<file path="config.mk">
export PLATFORM = sky130hd
export DESIGN_NAME = fib_sched_flat
export DESIGN_NICKNAME = d
export VERILOG_FILES = /design/src/rtl/fib_sched_pkg.sv /design/src/rtl/fib_sched_if.sv /design/src/rtl/fib_sched_rr_arbiter.sv /design/src/rtl/fib_sched.sv /design/src/flat_wrapper.sv
export SDC_FILE = /design/constraint.sdc
export NUM_CORES = 1
export LEC_CHECK = 0
export BUFFER_PORTS_ARGS = -buffer_cell sky130_fd_sc_hd__clkbuf_2
export CORE_MARGIN = 2
export CORE_UTILIZATION = 44
export CTS_BUF_LIST = sky130_fd_sc_hd__clkbuf_8
export DETAILED_ROUTE_END_ITERATION = 16
export GPL_TIMING_DRIVEN = 0
export HOLD_SLACK_MARGIN = 0.12
export MAX_ROUTING_LAYER = met4
export PLACE_DENSITY = 0.82
export SYNTH_ARGS = -nofsm -noshare
export SYNTH_HDL_FRONTEND = slang
export SYNTH_SLANG_ARGS = --single-unit
</file>
<file path="constraint.sdc">
create_clock -name clk -period 3.29 [get_ports clk]
set_input_delay 0.329 -clock clk [delete_from_list [all_inputs] [get_ports clk]]
set_output_delay 0.329 -clock clk [all_outputs]
set_load 0.02 [all_outputs]
</file>
<file path="src/rtl/fib_sched_pkg.sv">
`default_nettype none
// ============================================================================
// Module   : fib_sched_pkg
// Purpose  : Shared types and constants for the fib_sched scheduler.
//            - state_e   : scheduler FSM states
//            - MAX_N     : largest operand whose Fibonacci value fits in 32 bits
//            - *_DEF     : default requester count and widths
//            - wrap_inc  : modular increment used for round-robin indexing
// Ports    : none (package)
// Revision : 1.0 - initial release
// ============================================================================
package fib_sched_pkg;

  localparam int NREQ_DEF = 4;
  localparam int W_N_DEF  = 16;
  localparam int W_F_DEF  = 32;

  // F(47) = 2971215073 is the last Fibonacci number below 2^32.
  localparam int MAX_N = 47;

  typedef enum logic [1:0] {
    ST_IDLE  = 2'd0,
    ST_ISSUE = 2'd1,
    ST_WAIT  = 2'd2,
    ST_RESP  = 2'd3
  } state_e;

  // (base + step) mod modulus, for base/step already below modulus.
  function automatic int wrap_inc(input int base, input int step, input int modulus);
    int s;
    s = base + step;
    if (s >= modulus) s = s - modulus;
    return s;
  endfunction

endpackage
`default_nettype wire

</file>
<file path="src/rtl/fib_sched_if.sv">
`default_nettype none
// ============================================================================
// Module   : fib_sched_if
// Purpose  : Bundles the requester-side and engine-side signals of fib_sched.
// Ports    : (interface signals)
//   req       NREQ       level request per requester
//   req_n     NREQ*W_N   packed operands, slice i belongs to req[i]
//   gnt       NREQ       one-hot current owner of the engine
//   rsp_valid NREQ       one-cycle response pulse on the owner's bit
//   rsp_F     W_F        result, valid with rsp_valid
//   rsp_err   1          range error flag, valid with rsp_valid
//   eng_start 1          one-cycle engine start pulse
//   eng_n     W_N        operand to the engine
//   eng_done  1          one-cycle engine completion pulse
//   eng_F     W_F        engine result
// Modports : slave  - the scheduler (fib_sched)
//            master - the environment (requesters and engine)
// Revision : 1.0 - initial release
// ============================================================================
interface fib_sched_if
  import fib_sched_pkg::*;
#(
  parameter int NREQ = NREQ_DEF,
  parameter int W_N  = W_N_DEF,
  parameter int W_F  = W_F_DEF
);

  logic [NREQ-1:0]     req;
  logic [NREQ*W_N-1:0] req_n;
  logic [NREQ-1:0]     gnt;
  logic [NREQ-1:0]     rsp_valid;
  logic [W_F-1:0]      rsp_F;
  logic                rsp_err;
  logic                eng_start;
  logic [W_N-1:0]      eng_n;
  logic                eng_done;
  logic [W_F-1:0]      eng_F;

  modport slave (
    input  req, req_n, eng_done, eng_F,
    output gnt, rsp_valid, rsp_F, rsp_err, eng_start, eng_n
  );

  modport master (
    output req, req_n, eng_done, eng_F,
    input  gnt, rsp_valid, rsp_F, rsp_err, eng_start, eng_n
  );

endinterface
`default_nettype wire

</file>
<file path="src/rtl/fib_sched_rr_arbiter.sv">
`default_nettype none
// ============================================================================
// Module   : rr_arbiter
// Purpose  : Stateless round-robin pick: first set bit of req_i at or after
//            ptr_i, wrapping past NREQ-1 back to 0.
// Ports    :
//   req_i    in   NREQ    request vector
//   ptr_i    in   W_PTR   highest-priority position
//   valid_o  out  1       any request present
//   mask_o   out  NREQ    one-hot winner (0 when no request)
//   idx_o    out  W_PTR   winner index (0 when no request)
// Revision : 1.0 - initial release
// ============================================================================
module rr_arbiter
  import fib_sched_pkg::*;
#(
  parameter int NREQ  = NREQ_DEF,
  parameter int W_PTR = $clog2(NREQ)
) (
  input  logic [NREQ-1:0]  req_i,
  input  logic [W_PTR-1:0] ptr_i,
  output logic             valid_o,
  output logic [NREQ-1:0]  mask_o,
  output logic [W_PTR-1:0] idx_o
);

  // Scan offsets from farthest to nearest so the nearest set bit to ptr_i
  // is the last assignment and therefore wins.
  always_comb begin
    valid_o = 1'b0;
    mask_o  = '0;
    idx_o   = '0;
    for (int k = NREQ - 1; k >= 0; k--) begin
      if (req_i[wrap_inc(int'(ptr_i), k, NREQ)]) begin
        valid_o = 1'b1;
        idx_o   = W_PTR'(wrap_inc(int'(ptr_i), k, NREQ));
        mask_o  = NREQ'(1) << wrap_inc(int'(ptr_i), k, NREQ);
      end
    end
  end

endmodule
`default_nettype wire

</file>
<file path="src/rtl/fib_sched.sv">
`default_nettype none
// ============================================================================
// Module   : fib_sched
// Purpose  : Round-robin scheduler sharing one iterative Fibonacci engine
//            among NREQ requesters. One transaction at a time:
//            IDLE (arbitrate, latch operand) -> ISSUE (start pulse)
//            -> WAIT (until eng_done) -> RESP (one-cycle response).
// Ports    :
//   clk    in   1   system clock, rising edge
//   reset  in   1   asynchronous reset, active low
//   bus    slave modport of fib_sched_if (requester + engine signals)
// Config   : FIB_RANGE_CHECK_EN - when defined, operands above MAX_N are
//            answered directly with rsp_err=1, rsp_F=0 and the engine is not
//            started; when undefined every operand goes to the engine and
//            rsp_err is constant 0.
// Revision : 1.0 - initial release
// ============================================================================
module fib_sched
  import fib_sched_pkg::*;
#(
  parameter int NREQ = NREQ_DEF,
  parameter int W_N  = W_N_DEF,
  parameter int W_F  = W_F_DEF
) (
  input  logic       clk,
  input  logic       reset,
  fib_sched_if.slave bus
);

  localparam int W_PTR = $clog2(NREQ);

  state_e           state_q, state_d;
  logic [W_PTR-1:0] ptr_q,   ptr_d;
  logic [W_PTR-1:0] owner_q, owner_d;
  logic [NREQ-1:0]  sel_q,   sel_d;    // one-hot form of owner_q
  logic [W_N-1:0]   n_q,     n_d;
  logic [W_F-1:0]   f_q,     f_d;
`ifdef FIB_RANGE_CHECK_EN
  logic             err_q,   err_d;
`endif

  logic             arb_valid;
  logic [NREQ-1:0]  arb_mask;
  logic [W_PTR-1:0] arb_idx;
  logic [W_N-1:0]   win_n;

  rr_arbiter #(
    .NREQ  (NREQ),
    .W_PTR (W_PTR)
  ) u_arb (
    .req_i   (bus.req),
    .ptr_i   (ptr_q),
    .valid_o (arb_valid),
    .mask_o  (arb_mask),
    .idx_o   (arb_idx)
  );

  assign win_n = bus.req_n[int'(arb_idx)*W_N +: W_N];

  always_ff @(posedge clk or negedge reset) begin
    if (!reset) begin
      state_q <= ST_IDLE;
      ptr_q   <= '0;
      owner_q <= '0;
      sel_q   <= '0;
      n_q     <= '0;
      f_q     <= '0;
`ifdef FIB_RANGE_CHECK_EN
      err_q   <= 1'b0;
`endif
    end else begin
      state_q <= state_d;
      ptr_q   <= ptr_d;
      owner_q <= owner_d;
      sel_q   <= sel_d;
      n_q     <= n_d;
      f_q     <= f_d;
`ifdef FIB_RANGE_CHECK_EN
      err_q   <= err_d;
`endif
    end
  end

  always_comb begin
    state_d = state_q;
    ptr_d   = ptr_q;
    owner_d = owner_q;
    sel_d   = sel_q;
    n_d     = n_q;
    f_d     = f_q;
`ifdef FIB_RANGE_CHECK_EN
    err_d   = err_q;
`endif

    case (state_q)
      ST_IDLE: begin
        // The operand is sampled only here; later req_n changes are ignored.
        if (arb_valid) begin
          owner_d = arb_idx;
          sel_d   = arb_mask;
`ifdef FIB_RANGE_CHECK_EN
          err_d   = 1'b0;
          if (win_n > W_N'(MAX_N)) begin
            // Result would not fit in 32 bits: answer without the engine.
            err_d   = 1'b1;
            f_d     = '0;
            state_d = ST_RESP;
          end else begin
            n_d     = win_n;
            state_d = ST_ISSUE;
          end
`else
          n_d     = win_n;
          state_d = ST_ISSUE;
`endif
        end
      end

      ST_ISSUE: begin
        state_d = ST_WAIT;
      end

      ST_WAIT: begin
        // eng_done is honoured only here; stray pulses elsewhere are dropped.
        if (bus.eng_done) begin
          f_d     = bus.eng_F;
          state_d = ST_RESP;
        end
      end

      ST_RESP: begin
        ptr_d   = W_PTR'(wrap_inc(int'(owner_q), 1, NREQ));
        state_d = ST_IDLE;
      end

      default: begin
        state_d = ST_IDLE;
      end
    endcase
  end

  // All outputs decode registered state only, so req never reaches gnt
  // combinationally.
  assign bus.eng_start = (state_q == ST_ISSUE);
  assign bus.eng_n     = n_q;
  assign bus.gnt       = (state_q != ST_IDLE) ? sel_q : '0;
  assign bus.rsp_valid = (state_q == ST_RESP) ? sel_q : '0;
  assign bus.rsp_F     = f_q;
`ifdef FIB_RANGE_CHECK_EN
  assign bus.rsp_err   = err_q;
`else
  assign bus.rsp_err   = 1'b0;
`endif

endmodule
`default_nettype wire

</file>
<file path="src/flat_wrapper.sv">
// flat-port wrapper written by rule: the top's interface ports become plain ports
module fib_sched_flat import fib_sched_pkg::*;
#(
  parameter int NREQ = NREQ_DEF,
  parameter int W_N  = W_N_DEF,
  parameter int W_F  = W_F_DEF
)
  (clk, reset, bus_req, bus_req_n, bus_eng_done, bus_eng_F, bus_gnt, bus_rsp_valid, bus_rsp_F, bus_rsp_err, bus_eng_start, bus_eng_n);
  fib_sched_if #(.NREQ(NREQ), .W_N(W_N), .W_F(W_F)) bus_i ();
  input  logic clk;
  input  logic reset;
  input wire logic [$bits(bus_i.req)-1:0] bus_req;
  input wire logic [$bits(bus_i.req_n)-1:0] bus_req_n;
  input wire logic [$bits(bus_i.eng_done)-1:0] bus_eng_done;
  input wire logic [$bits(bus_i.eng_F)-1:0] bus_eng_F;
  output wire logic [$bits(bus_i.gnt)-1:0] bus_gnt;
  output wire logic [$bits(bus_i.rsp_valid)-1:0] bus_rsp_valid;
  output wire logic [$bits(bus_i.rsp_F)-1:0] bus_rsp_F;
  output wire logic [$bits(bus_i.rsp_err)-1:0] bus_rsp_err;
  output wire logic [$bits(bus_i.eng_start)-1:0] bus_eng_start;
  output wire logic [$bits(bus_i.eng_n)-1:0] bus_eng_n;
  assign bus_i.req = bus_req;
  assign bus_i.req_n = bus_req_n;
  assign bus_i.eng_done = bus_eng_done;
  assign bus_i.eng_F = bus_eng_F;
  assign bus_gnt = bus_i.gnt;
  assign bus_rsp_valid = bus_i.rsp_valid;
  assign bus_rsp_F = bus_i.rsp_F;
  assign bus_rsp_err = bus_i.rsp_err;
  assign bus_eng_start = bus_i.eng_start;
  assign bus_eng_n = bus_i.eng_n;
  fib_sched #(.NREQ(NREQ), .W_N(W_N), .W_F(W_F)) u_core (.clk(clk), .reset(reset), .bus(bus_i));
endmodule
</file>
; ---- After elaboration in Yosys (flattened, before gate mapping)
; Index checks and enable logic that the tools add are counted.
[totals]
elab_cells = 77
register_bits = 58
[classes]
addsub = 9
n_lt_le_gt_ge = 9
muxes = 38
shift = 5
eq_ne = 5
n_reduce_logical = 5
[ops]
columns = cell, count
row1 = 2-to-1 mux 32 bit, 8
row2 = < comparator 32 x 4 -> 1 bit (second input constant), 4
row3 = left shift 1 x 32 -> 4 bit (first input constant), 4
row4 = indexed part select 64 x 7 -> 16 bit, 1
row5 = 2-to-1 mux 4 bit, 6
row6 = 2-to-1 mux 2 bit, 7
row7 = >= comparator 3 bit (second input constant), 4
row8 = 2-to-1 mux 1 bit, 12
row9 = subtractor 3 x 3 -> 4 bit (second input constant), 3
row10 = binary-select mux 1 bit (select 2 bit), 4
row11 = case mux 2 bit (4 select lines), 1
row12 = adder 2 x 1 -> 3 bit (second input constant), 2
row13 = adder 2 x 2 -> 3 bit (second input constant), 2
row14 = AND reduction 2 bit, 3
row15 = equality test 2 bit (second input constant), 2
row16 = subtractor 2 x 3 -> 4 bit (second input constant), 1
row17 = >= comparator 2 x 3 -> 1 bit (second input constant), 1
row18 = equality test 2 x 1 -> 1 bit (second input constant), 1
row19 = logical NOT 2 bit, 1
row20 = != test 2 x 1 -> 1 bit (second input constant), 1
row21 = != test 2 bit (second input constant), 1
row22 = nonzero test 2 bit, 1
row23 = subtractor 2 x 1 -> 2 bit (second input constant), 1

; ---- Logic depth before layout (Yosys ltp)
; Gate-level depths: netlist of run 1.
[depth]
depth_word = 12
mapped_depth = 13
depth_no_buf = 8

; ---- Hierarchy
; A second synthesis of run 1 with hierarchy kept.
[hier_totals]
hier_cells = 275
hier_area_um2 = 3264.4
[modules_own_cells]
columns = module, cells_each, instances, seq_area_each_um2, area_each_um2
row1 = fib_sched, 204, 1, 1451.4, 2751.4
row2 = rr_arbiter, 71, 1, 0.0, 513.0

; ---- Least setup slack after synthesis of run 1
; OpenSTA, ideal clock, no wires.
[synth_path]
path_type = register to register
from = reg u_core.ptr_q[0]
to = reg u_core.n_q[15] (netlist: u_core.bus.eng_n[15])
n_path_buf = 5
synth_period_minus_slack_ps = 3160
t_required_ps = 3196
stages_incl_launch_ff = 14
path_slack_ps = 130
t_arrival_ps = 3067
setup_time_ps = 94
path_cell_list = dfrtp_1 buf_6 clkbuf_1 inv_1 clkbuf_1 ha_1 mux4_2 o21bai_4 nand2_4 o21ai_2 buf_6 buf_12 mux2i_1 a221oi_2
[synth_via]
elab_chain_len = 11
elab_cells_between_ends = 37
cone_classes = add/sub (7) / order compare (4) / shift (1) / mux (24) / reduce/logical (1)
[synth_lines]
columns = item, line
row1 = start: declaration, fib_sched.sv:33  ; logic [W_PTR-1:0] ptr_q, ptr_d;
row2 = start signal: assignment, fib_sched.sv:73  ; ptr_q <= ptr_d;
row3 = adder 2 x 2 -> 3 bit, fib_sched_pkg.sv:31  ; s = base + step;
row4 = subtractor 3 x 3 -> 4 bit / >= comparator 3 bit (equally long branches), -
row5 = 2-to-1 mux 32 bit, fib_sched_pkg.sv:32  ; if (s >= modulus) s = s - modulus;
row6 = binary-select mux 1 bit (select 2 bit), fib_sched_rr_arbiter.sv:34  ; if (req_i[wrap_inc(int'(ptr_i), k, NREQ)]) begin
row7 = 2-to-1 mux 1 bit (not written as such) (2 in series), fib_sched_rr_arbiter.sv:34
row8 = 2-to-1 mux 2 bit / 2-to-1 mux 1 bit (equally long branches) (4 in series), fib_sched_rr_arbiter.sv:34
row9 = indexed part select 64 x 7 -> 16 bit / AND reduction 2 bit (equally long branches), -
row10 = end signal: assignment, fib_sched.sv:76  ; n_q <= n_d;
row11 = end: declaration, fib_sched.sv:36  ; logic [W_N-1:0] n_q, n_d;
; Parallel ways exist; a longest one is shown, timed or not. The select of a mux whose other input is x is not followed.
; A chain may end at the register's enable or synchronous reset.

; ---- Worst setup path after layout of run 1
[layout_path]
from = reg u_core.ptr_q[0]
to = reg u_core.n_q[8] (netlist: u_core.bus.eng_n[8])
; The elaborated chain is that of the path after synthesis.

==> results of run 1 <==
path summary, 6_finish.rpt:
path                                         to  slack (ns)  depth (start not counted)
max                         u_core.bus.eng_n[8]        0.27                         12
min                        u_core.bus.rsp_F[24]        0.11                          1
max reg2reg                 u_core.bus.eng_n[8]        0.27                         12
min reg2reg                     u_core.ptr_q[0]        0.49                          1
max in group asynchronous       u_core.ptr_q[0]        2.61                          1
min in group clk           u_core.bus.rsp_F[31]        0.22                          2
timing repair:
action / CTS / global route
pin swaps: 0 / 0
hold endpoints to repair: 0 / 0
gates resized for setup: 5 / 3
setup endpoints to repair: 22 / 16
area by class of cell:
| type | count | area, sq um |
|---|---|---|
| tap | 102 | 127.6 |
| sequential | 58 | 1453 |
| timing repair buffer | 156 | 783.3 |
| clock buffer | 10 | 137.6 |
| buffer | 22 | 147.6 |
| fill | 655 | 3102 |
| inverter | 6 | 22.52 |
| clock inverter | 6 | 42.54 |
| multi-input combinational | 229 | 1832 |
stage by stage:
stage               util [%]  cells
floorplan                  -    316
global placement       56.82    574
detailed placement     56.86    574
CTS                    59.29    589
global route           59.44    589
finish                 59.44    589
logic make-up (layout without fill, tap and decap cells):
family	Yosys count	count (layout)
simple gates	78	78
xor+xnor	1	1
mux	64	64
fa+ha+maj	12	12
buf+inv	29	200
other cells	1	1
compound gates	73	73
flops	58	58
layer usage:
metal	track usage, %	vias up
met5	-	-
met4	7.960	0
met3	3.499	14
met2	38.44	126
met1	29.11	1547
li1	-	1502
state kept, by name (all words and copies together) (netlist names):
name,cells
u_core.ptr_q,2
u_core.sel_q,4
u_core.state_q,2
u_core.bus.eng_n,16
u_core.bus.rsp_F,32
u_core.owner_q,2
power groups by stage:
stage / Sequential (W) / Clock (W) / Combinational [W]
2_1_floorplan: 0.00164 / 0 / 0.00172
4_1_cts: 0.00129 / 0.000606 / 0.00291
3_3_place_gp: 0.00128 / 0 / 0.00280
3_5_place_dp: 0.00130 / 0 / 0.00290
6_report: 0.00129 / 0.000596 / 0.00291
5_1_grt: 0.00133 / 0.000648 / 0.00317
worst max-delay path, delay by kind of cell (launching register included):
kind | cells | cell delay (ns)
and+or+nand+nor | 2 | 0.33
adders and majority gates | 1 | 0.34
AOI/OAI and AO/OA | 2 | 0.27
muxes | 2 | 0.63
buffers and inverters | 5 | 0.88
DFF | 1 | 0.44
synthesized netlist by cell type, drive strengths merged:
master	n
dfrtp	58
mux2	42
nand2	31
nor2	26
a221oi	19
mux2i	19
buf	14
o21ai	14
ha	12
clkbuf	9
o22ai	9
o221ai	8
a21oi	7
a31oi	7
nor2b	7
inv	6
a22oi	5
and2	5
mux4	3
nor4bb	2
o21bai	2
a2bb2oi	1
and4b	1
conb	1
nand2b	1
nand3b	1
nand4	1
nor3	1
nor4	1
o22a	1
or3b	1
xnor2	1
==> summary.txt, run 1 <==
Global routing
  • Tot GR Track Use: 23.17%
  • Vias in the first global route: 3,204
  • First-pass GRT wire length: 15.27 mm
  • Total grt overflow: 0
  • Initial antenna violation count: 0
  • Largest net degree at the start of global routing: 59

Floorplan
  • Initial Util: 44.94%
  • Die Footprint: 0.008534 sq mm
  • Number of cell rows: 32
  • CORE AREA: 0.007647 sq mm
  • Die height: 92.38 um
  • IO Pins: 161
  • Chip Width: 92.38 um

Timing
  • Slew HR: 46.86%
  • Final Max Slew Viols: 0
  • Worst Skew: 0.01385 ns
  • Fmax: 0.3314 GHz
  • Period Utilization, post-route: 91.71%
  • Unrepaired setup endpoints after global routing: false
  • Setup TNS Final: 0 ns
  • PnR worst setup slack: 0.2726 ns
  • Final hold violation count: 0
  • Slew @ Worst Pin: 0.7971 ns
  • Hold WS: 0.1093 ns
  • Setup violations, final: 0
  • Crit path time final: 3.017 ns

CTS
  • Clk sinks: 58
  • Reg clk slew, reported paths: 0.08 ns
  • Skew-Pair Late Insertion Delay: 0.33 ns
  • Total CTS buffers: 9
  • Hold-fix buffer count after cts: 0
  • CTS tree: built
  • Post-CTS Setup Bufs: 0
  • CTS root buf: clkbuf_8
  • # H-tree levels: 3
  • Clk buf depth: 2

Place
  • RePlAce Congestion: 0.8192
  • Post-Place Worst Slack: -0.7755 ns
  • Final HPWL DP: 7.021 mm
  • Port Buffer Count: 156
  • Placed Area: 0.004348 sq mm

Synthesis
  • Synth Area in Simple Gates: 11.32%
  • Synth area leaders: dfrtp_1 (42%), mux2_2 (14%), mux2i_1 (5.5%), a221oi_1 (4.6%), ha_1 (4.4%)
  • Yosys top cell area share: 42.23%
  • Post-synth cell types: 42
  • Avg Cell Area, Syn: 10.88 sq um
  • Yosys reg bits: 58
  • Compound-Gate Fraction of Synth Area: 15.51%
  • Synth Area in XOR/XNOR: 0.2548%
  • Mapped Cells: 316
  • Adder-Cell Fraction of Synth Area: 4.368%
  • Sequential area share after synthesis: 42.23%
  • Largest family of logic cells by synthesized area: multiplexers
  • Post-synthesis mux area share: 21.26%
  • Area of the mapped netlist: 0.003437 sq mm
  • Synth Net Count: 431
  • Yosys top cell by area: dfrtp_1
  • Ys Warns: 0

Finish
  • Most common cell after layout, fill and taps aside: clkbuf_2
  • Most frequent cells in the layout: clkbuf_2 (157), dfrtp_1 (57), mux2_2 (42)
  • Ant. Diodes: 0
  • Fraction of layout cells with a size suffix above 1: 49.69%
  • Area delta synth->final: 32.25%
  • Nets: 597
  • Design area: 0.004546 sq mm

Pwr
  • Switching Power: 0.002178 W
  • PwrDens: 1055 mW/mm^2
  • Max IR drop VDD: 0.0005238 V
  • Internal power: 0.002616 W
  • Leakage: 2.264 nW
  • Comb pwr share: 60.7%
  • Switching portion of total power: 45.44%
  • Total power: 0.004794 W
  • Reg power frac: 26.9%
  • Clk pwr share: 12.4%

Detailed routing
  • Highest routed layer: met4
  • Via count: 3,189
  • Routed WL: 9.301 mm
  • DRT Pass-1 Iters: 5
  • Met1 wire length: 3.782 mm
  • Met3 WL: 563 um
  • DRT antenna net count: 0
  • Wire per inst: 15.79 um
  • DR WL met2: 4.813 mm
  • Iteration-0 DRC Markers: 129
  • Via/cell ratio: 5.414
  • DRC: 0

Critical path
  • CP Launch Point: u_core.ptr_q[0]
  • Cells along the critical path: buf_6, inv_1, buf_2, ha_4, mux4_2, nor2b_4, nor2_4, o21ai_2, buf_6, buf_12, mux2i_1, o221ai_1
  • Kind of critical path: reg2reg
  • Crit path top cell by count: buf_6
  • Critical Path End Type: flop
  • Crit path DAT: 3.21 ns
  • CP Launch Type: flop
  • CP max FO: 19
  • Slowest-stage cell, CP: dfrtp_2
  • R2r startpoint: u_core.ptr_q[0]
  • Worst Path Required: 3.49 ns
  • CP peak stage delay: 0.44 ns

Job
  • Max-Cap Viols: 0

Outcome
  • Outcome: completed

Min path
  • HP Class: in2async
No activity file was read; power rests on OpenSTA's default activity.
==> run 2, diff against run 1 <==
--- a/config.mk
+++ b/config.mk
@@ -14,6 +14,7 @@
 export HOLD_SLACK_MARGIN = 0.12
 export MAX_ROUTING_LAYER = met4
 export PLACE_DENSITY = 0.82
+export RECOVER_POWER = 100
 export SYNTH_ARGS = -nofsm -noshare
 export SYNTH_HDL_FRONTEND = slang
 export SYNTH_SLANG_ARGS = --single-unit
==> summary.txt, run 2 (synthesis gave the netlist of run 1 again) <==
CTS
  • Skew-Pair Late Insertion Delay: 0.34 ns
  • Total CTS buffers: 9
  • Hold-fix buffer count after cts: 0
  • Clk buf depth: 2
  • Reg clk slew, reported paths: 0.08 ns
  • Clk sinks: 58
  • # H-tree levels: 3
  • CTS root buf: clkbuf_8
  • CTS tree: built
  • Post-CTS Setup Bufs: 0

Finish
  • Most common cell after layout, fill and taps aside: clkbuf_2
  • Nets: 597
  • Area delta synth->final: 29.89%
  • Most frequent cells in the layout: clkbuf_2 (104), clkbuf_1 (62), dfrtp_1 (57)
  • Total of fill cells in the finished design: 686
  • Max reg flops: 32
  • Design area: 0.004464 sq mm
  • Cell Count, Final, Fillers Out: 589
  • Ant. Diodes: 0
  • Fraction of layout cells with a size suffix above 1: 38.40%

Outcome
  • Outcome: completed

Critical path
  • Bufs and invs on worst path: 5
  • Reg2Reg Depth: 12
  • Kind of critical path: reg2reg
  • CP Launch Point: u_core.ptr_q[0]
  • CP top delay family: buffers and inverters
  • Critical Path End Type: flop
  • R2R setup slack: 0.21 ns
  • Crit path top cell by count: buf_6
  • Slowest-stage cell, CP: dfrtp_2
  • CP peak stage delay: 0.44 ns
  • Worst Path Required: 3.53 ns
  • CP Launch Type: flop
  • R2r startpoint: u_core.ptr_q[0]
  • Levels on crit path: 12
  • FF-to-FF End: u_core.bus.eng_n[15]
  • CP Capture Point: u_core.bus.eng_n[15]
  • CP max FO: 19
  • Cells along the critical path: buf_6, inv_1, buf_2, ha_4, mux4_2, o21bai_2, nand2_4, o21ai_1, buf_6, buf_12, mux2i_1, a221oi_2
  • Crit path DAT: 3.32 ns

Min path
  • HP Class: in2reg

Place
  • RePlAce Congestion: 0.8192
  • Post-Place Worst Slack: -0.7755 ns
  • Port Buffer Count: 156
  • DP Cell Count: 574
  • Placed Area: 0.004348 sq mm
  • Final HPWL DP: 7.021 mm

Floorplan
  • Die Footprint: 0.008534 sq mm
  • Number of cell rows: 32
  • CORE AREA: 0.007647 sq mm
  • Die height: 92.38 um
  • Initial Util: 44.94%
  • Chip Width: 92.38 um
  • IO Pins: 161

Timing
  • Hold WS: 0.2147 ns
  • Final Max Slew Viols: 0
  • Slew HR: 3.085%
  • Period Utilization, post-route: 93.64%
  • Crit path time final: 3.081 ns
  • Final hold violation count: 0
  • PnR worst setup slack: 0.2093 ns
  • Slew @ Worst Pin: 1.454 ns
  • Setup violations, final: 0
  • Worst Skew: 0.01222 ns
  • Unrepaired setup endpoints after global routing: false
  • Fmax: 0.3246 GHz

Job
  • Max-Cap Viols: 0

Detailed routing
  • DRC: 0
  • Via/cell ratio: 5.443
  • Routed WL: 9.454 mm
  • DRT Pass-1 Iters: 4
  • DRT antenna net count: 0
  • Iteration-0 DRC Markers: 123
  • Wire per inst: 16.05 um
  • Via count: 3,206

Global routing
  • Total grt overflow: 0
  • Initial antenna violation count: 0
  • Vias in the first global route: 3,204
  • Largest net degree at the start of global routing: 59
  • First-pass GRT wire length: 15.27 mm
  • Tot GR Track Use: 23.17%

Pwr
  • Leakage: 2.094 nW
  • PwrDens: 1054 mW/mm^2
  • Max IR drop VDD: 0.0005256 V
-- run 2: final cells by class --
| type | instances | area [sq um] | area share [%] |
|---|---|---|---|
| buffer | 22 | 147.6 | 3.307 |
| tap | 102 | 127.6 | 2.859 |
| timing repair buffer | 156 | 713.2 | 15.98 |
| sequential | 58 | 1453 | 32.54 |
| multi-input combinational | 229 | 1821 | 40.78 |
| inverter | 6 | 22.52 | 0.5045 |
| clock inverter | 6 | 42.54 | 0.9529 |
| clock buffer | 10 | 137.6 | 3.083 |
-- run 2: layer usage --
layer	up-vias	wire, um	GRT usage [%]	part of all wire [%]
met5	-	0	-	0
li1	1507	-	-	-
met3	12	522	3.499	5.5
met2	129	4856	38.44	51
met1	1558	3926	29.11	42
met4	0	149	7.960	1.6
-- run 2: stage by stage --
stage	TNS (ns)	total power, W	utilization [%]
floorplan	0	0.003365	-
global placement	-10.08	0.004076	56.82
detailed placement	-12.73	0.004197	56.86
CTS	0	0.004807	59.29
global route	0	0.005040	58.38
finish	0	0.004707	58.38
-- run 2: how the worst min path moves through the flow --
stage / cells past startpoint / start / endpoint
5_1_grt: 2 / bus_eng_F[1] / u_core.bus.rsp_F[1]
4_1_cts: 1 / reset / u_core.bus.rsp_F[20]
3_5_place_dp: 1 / u_core.owner_q[0] / u_core.ptr_q[0]
2_1_floorplan: 0 / reset / u_core.bus.eng_n[0]
3_3_place_gp: 1 / u_core.owner_q[0] / u_core.ptr_q[0]
6_report: 2 / bus_eng_F[31] / u_core.bus.rsp_F[31]
-- run 2: repair_timing --
| action | CTS | global route |
|---|---|---|
| endpoints found under the setup margin | 22 | 16 |
| gates cloned | 0 | 0 |
| resized for setup | 5 | 3 |
-- run 2: where the power goes --
group	internal [W]	switching [W]
Clock	0.000293	0.000307
Combinational	0.00115	0.00167
Sequential	0.00108	0.000212
==> run 3, diff against run 2 <==
--- a/config.mk
+++ b/config.mk
@@ -5,6 +5,7 @@
 export SDC_FILE = /design/constraint.sdc
 export NUM_CORES = 1
 export LEC_CHECK = 0
+export ABC_AREA = 1
 export BUFFER_PORTS_ARGS = -buffer_cell sky130_fd_sc_hd__clkbuf_2
 export CORE_MARGIN = 2
 export CORE_UTILIZATION = 44
==> summary.txt, run 3 <==
Outcome
  • Outcome: completed

Timing
  • Final Max Slew Viols: 0
  • Fmax: 0.3646 GHz
  • Hold WS: 0.2324 ns
  • Unrepaired setup endpoints after global routing: false
  • PnR worst setup slack: 0.5469 ns
  • Period Utilization, post-route: 83.38%
  • Slew HR: 6.821%
  • Worst Skew: 0.006443 ns
  • Slew @ Worst Pin: 1.398 ns
  • Crit path time final: 2.743 ns
  • Setup violations, final: 0
  • Final hold violation count: 0
  • Setup TNS Final: 0 ns

Critical path
  • Crit path DAT: 3.00 ns
  • Worst Path Required: 3.55 ns
  • Kind of critical path: reg2reg
  • Critical Path End Type: flop
  • CP max FO: 10
  • CP Launch Type: flop

Floorplan
  • IO Pins: 161
  • Initial Util: 45.03%
  • CORE AREA: 0.007647 sq mm
  • Die Footprint: 0.008549 sq mm
  • Die height: 92.46 um
  • Chip Width: 92.46 um
  • Number of cell rows: 32

Global routing
  • Total grt overflow: 0
  • Initial antenna violation count: 0
  • First-pass GRT wire length: 13.27 mm
  • Largest net degree at the start of global routing: 59
  • Tot GR Track Use: 19.88%
  • Vias in the first global route: 2,954

Synthesis
  • Area of the mapped netlist: 0.003443 sq mm
  • Post-synth cell types: 29
  • Sequential area share after synthesis: 42.15%
  • Post-synth EDFFs: 0
  • Yosys top cell area share: 42.15%
  • Most frequent cells after synthesis: nand2_1 (94), inv_1 (64), dfrtp_1 (58)
  • Count leader, synth: nand2_1
  • Ys Warns: 0
  • Yosys reg bits: 58
  • Mapped Cells: 400
  • Synth Net Count: 515
  • Avg Cell Area, Syn: 8.608 sq um
  • Top FF cell, synth: dfrtp_1
  • Synth async-reset ratio: 100.0%
  • Yosys top cell by area: dfrtp_1
  • Synth area leaders: dfrtp_1 (42%), mux2_2 (10%), nand2_1 (10%), inv_1 (7.0%), nand3_1 (5.1%)

CTS
  • CTS root buf: clkbuf_8
  • Post-CTS Setup Bufs: 0
  • Total CTS buffers: 9
  • Clk buf depth: 2
  • Skew-Pair Late Insertion Delay: 0.33 ns
  • Reg clk slew, reported paths: 0.07 ns
  • Clk sinks: 58
  • CTS tree: built
  • # H-tree levels: 3

Finish
  • Cell Count, Final, Fillers Out: 678
  • Area delta synth->final: 29.40%
  • Most frequent cells in the layout: clkbuf_2 (102), nand2_1 (96), inv_1 (66)
  • Ant. Diodes: 0
  • Design area: 0.004456 sq mm
  • Nets: 686
  • Fraction of layout cells with a size suffix above 1: 32.12%
  • Max reg flops: 32
  • Most common cell after layout, fill and taps aside: clkbuf_2

Detailed routing
  • Iteration-0 DRC Markers: 127
  • DRC: 0
  • Wire per inst: 12.36 um
  • DRT Pass-1 Iters: 4
  • DRT antenna net count: 0
  • Via/cell ratio: 4.782
  • Via count: 3,242
  • Routed WL: 8.378 mm

Place
  • RePlAce Congestion: 0.8454
  • Post-Place Worst Slack: 0.7942 ns
  • Final HPWL DP: 6.619 mm
  • Port Buffer Count: 159
  • Placed Area: 0.004367 sq mm
  • DP Cell Count: 661

Pwr
  • PwrDens: 1129 mW/mm^2
  • Max IR drop VDD: 0.0004974 V
  • Leakage: 2.420 nW

Min path
  • HP Class: in2reg

Job
  • Max-Cap Viols: 0
[run 3: cell count changes after synthesis, sizes merged, moves of 10 or more]
cell,before,now
a221oi,19,0
inv,6,70
mux2,42,32
mux2i,19,0
nand2,31,109
nand3,0,40
o211ai,0,16
o21ai,14,4
[run 3: worst paths after layout]
kind                                startpoint                   end  slack, ns  cells after the start
max                            u_core.ptr_q[1]  u_core.bus.eng_n[12]       0.55                     12
max reg2reg                    u_core.ptr_q[1]  u_core.bus.eng_n[12]       0.55                     12
max in group asynchronous                reset   u_core.bus.eng_n[4]       1.59                      2
min in group asynchronous                reset   u_core.bus.rsp_F[5]       0.86                      2
min reg2reg                u_core.bus.eng_n[0]   u_core.bus.eng_n[0]       0.48                      2
min                              bus_eng_F[11]  u_core.bus.rsp_F[11]       0.23                      2
[run 3: timing repair]
| item | in CTS | in global routing |
|---|---|---|
| hold buffers | 0 | 1 |
| hold endpoints to repair | 0 | 48 |
| gates resized for setup | 0 | 0 |
| endpoints found under the setup margin | 0 | 0 |
[run 3: worst max-delay path, cell delays in order, from the launching register on]
cell	delay (ns)
dfrtp_1	0.53
inv_1	0.20
ha_1	0.40
inv_1	0.06
nand3_1	0.11
nand2_1	0.12
inv_4	0.12
nand2_1	0.07
o21ai_2	0.49
inv_4	0.17
nor2_8	0.20
o211ai_1	0.11
nand3_1	0.09
[run 3: final cells by class]
cell class	instances	area, sq um
clock inverter	7	46.29
fill	722	3192
inverter	70	270.3
multi-input combinational	257	1603
timing repair buffer	160	734.5
buffer	15	98.84
clock buffer	9	123.9
tap	102	127.6
sequential	58	1451
[run 3: cells by family after synthesis]
family                     share of synthesized area [%]
buffers and inverters                              10.79
muxes                                              10.47
adders and majority gates                          4.360
AOI/OAI and AO/OA                                  7.631
DFF                                                42.15
and+or+nand+nor                                    24.24
xor gates and xnor gates                          0.2544
other                                             0.1089
[run 3: layer usage]
metal,share of wire (%),vias up,global-route usage [%]
met4,0.87,0,6.343
met1,42,1466,24.08
met3,8.7,7,4.638
met5,0,-,-
met2,48,145,33.03
li1,-,1624,-
[run 3: per-stage QoR]
stage / utilization [%] / total power [W]
final: 58.26 / 0.005032
after global routing: 58.26 / 0.005498
after CTS: 59.33 / 0.005189
after detailed placement: 57.10 / 0.004617
after global placement: 57.10 / 0.004517
after floorplan: - / 0.003719
[run 3: report_power, final]
group	switching, W	leakage [nW]	internal, W
Sequential	0.000220	0.692	0.00109
Clock	0.000281	0.0868	0.000271
Combinational	0.00206	1.64	0.00111
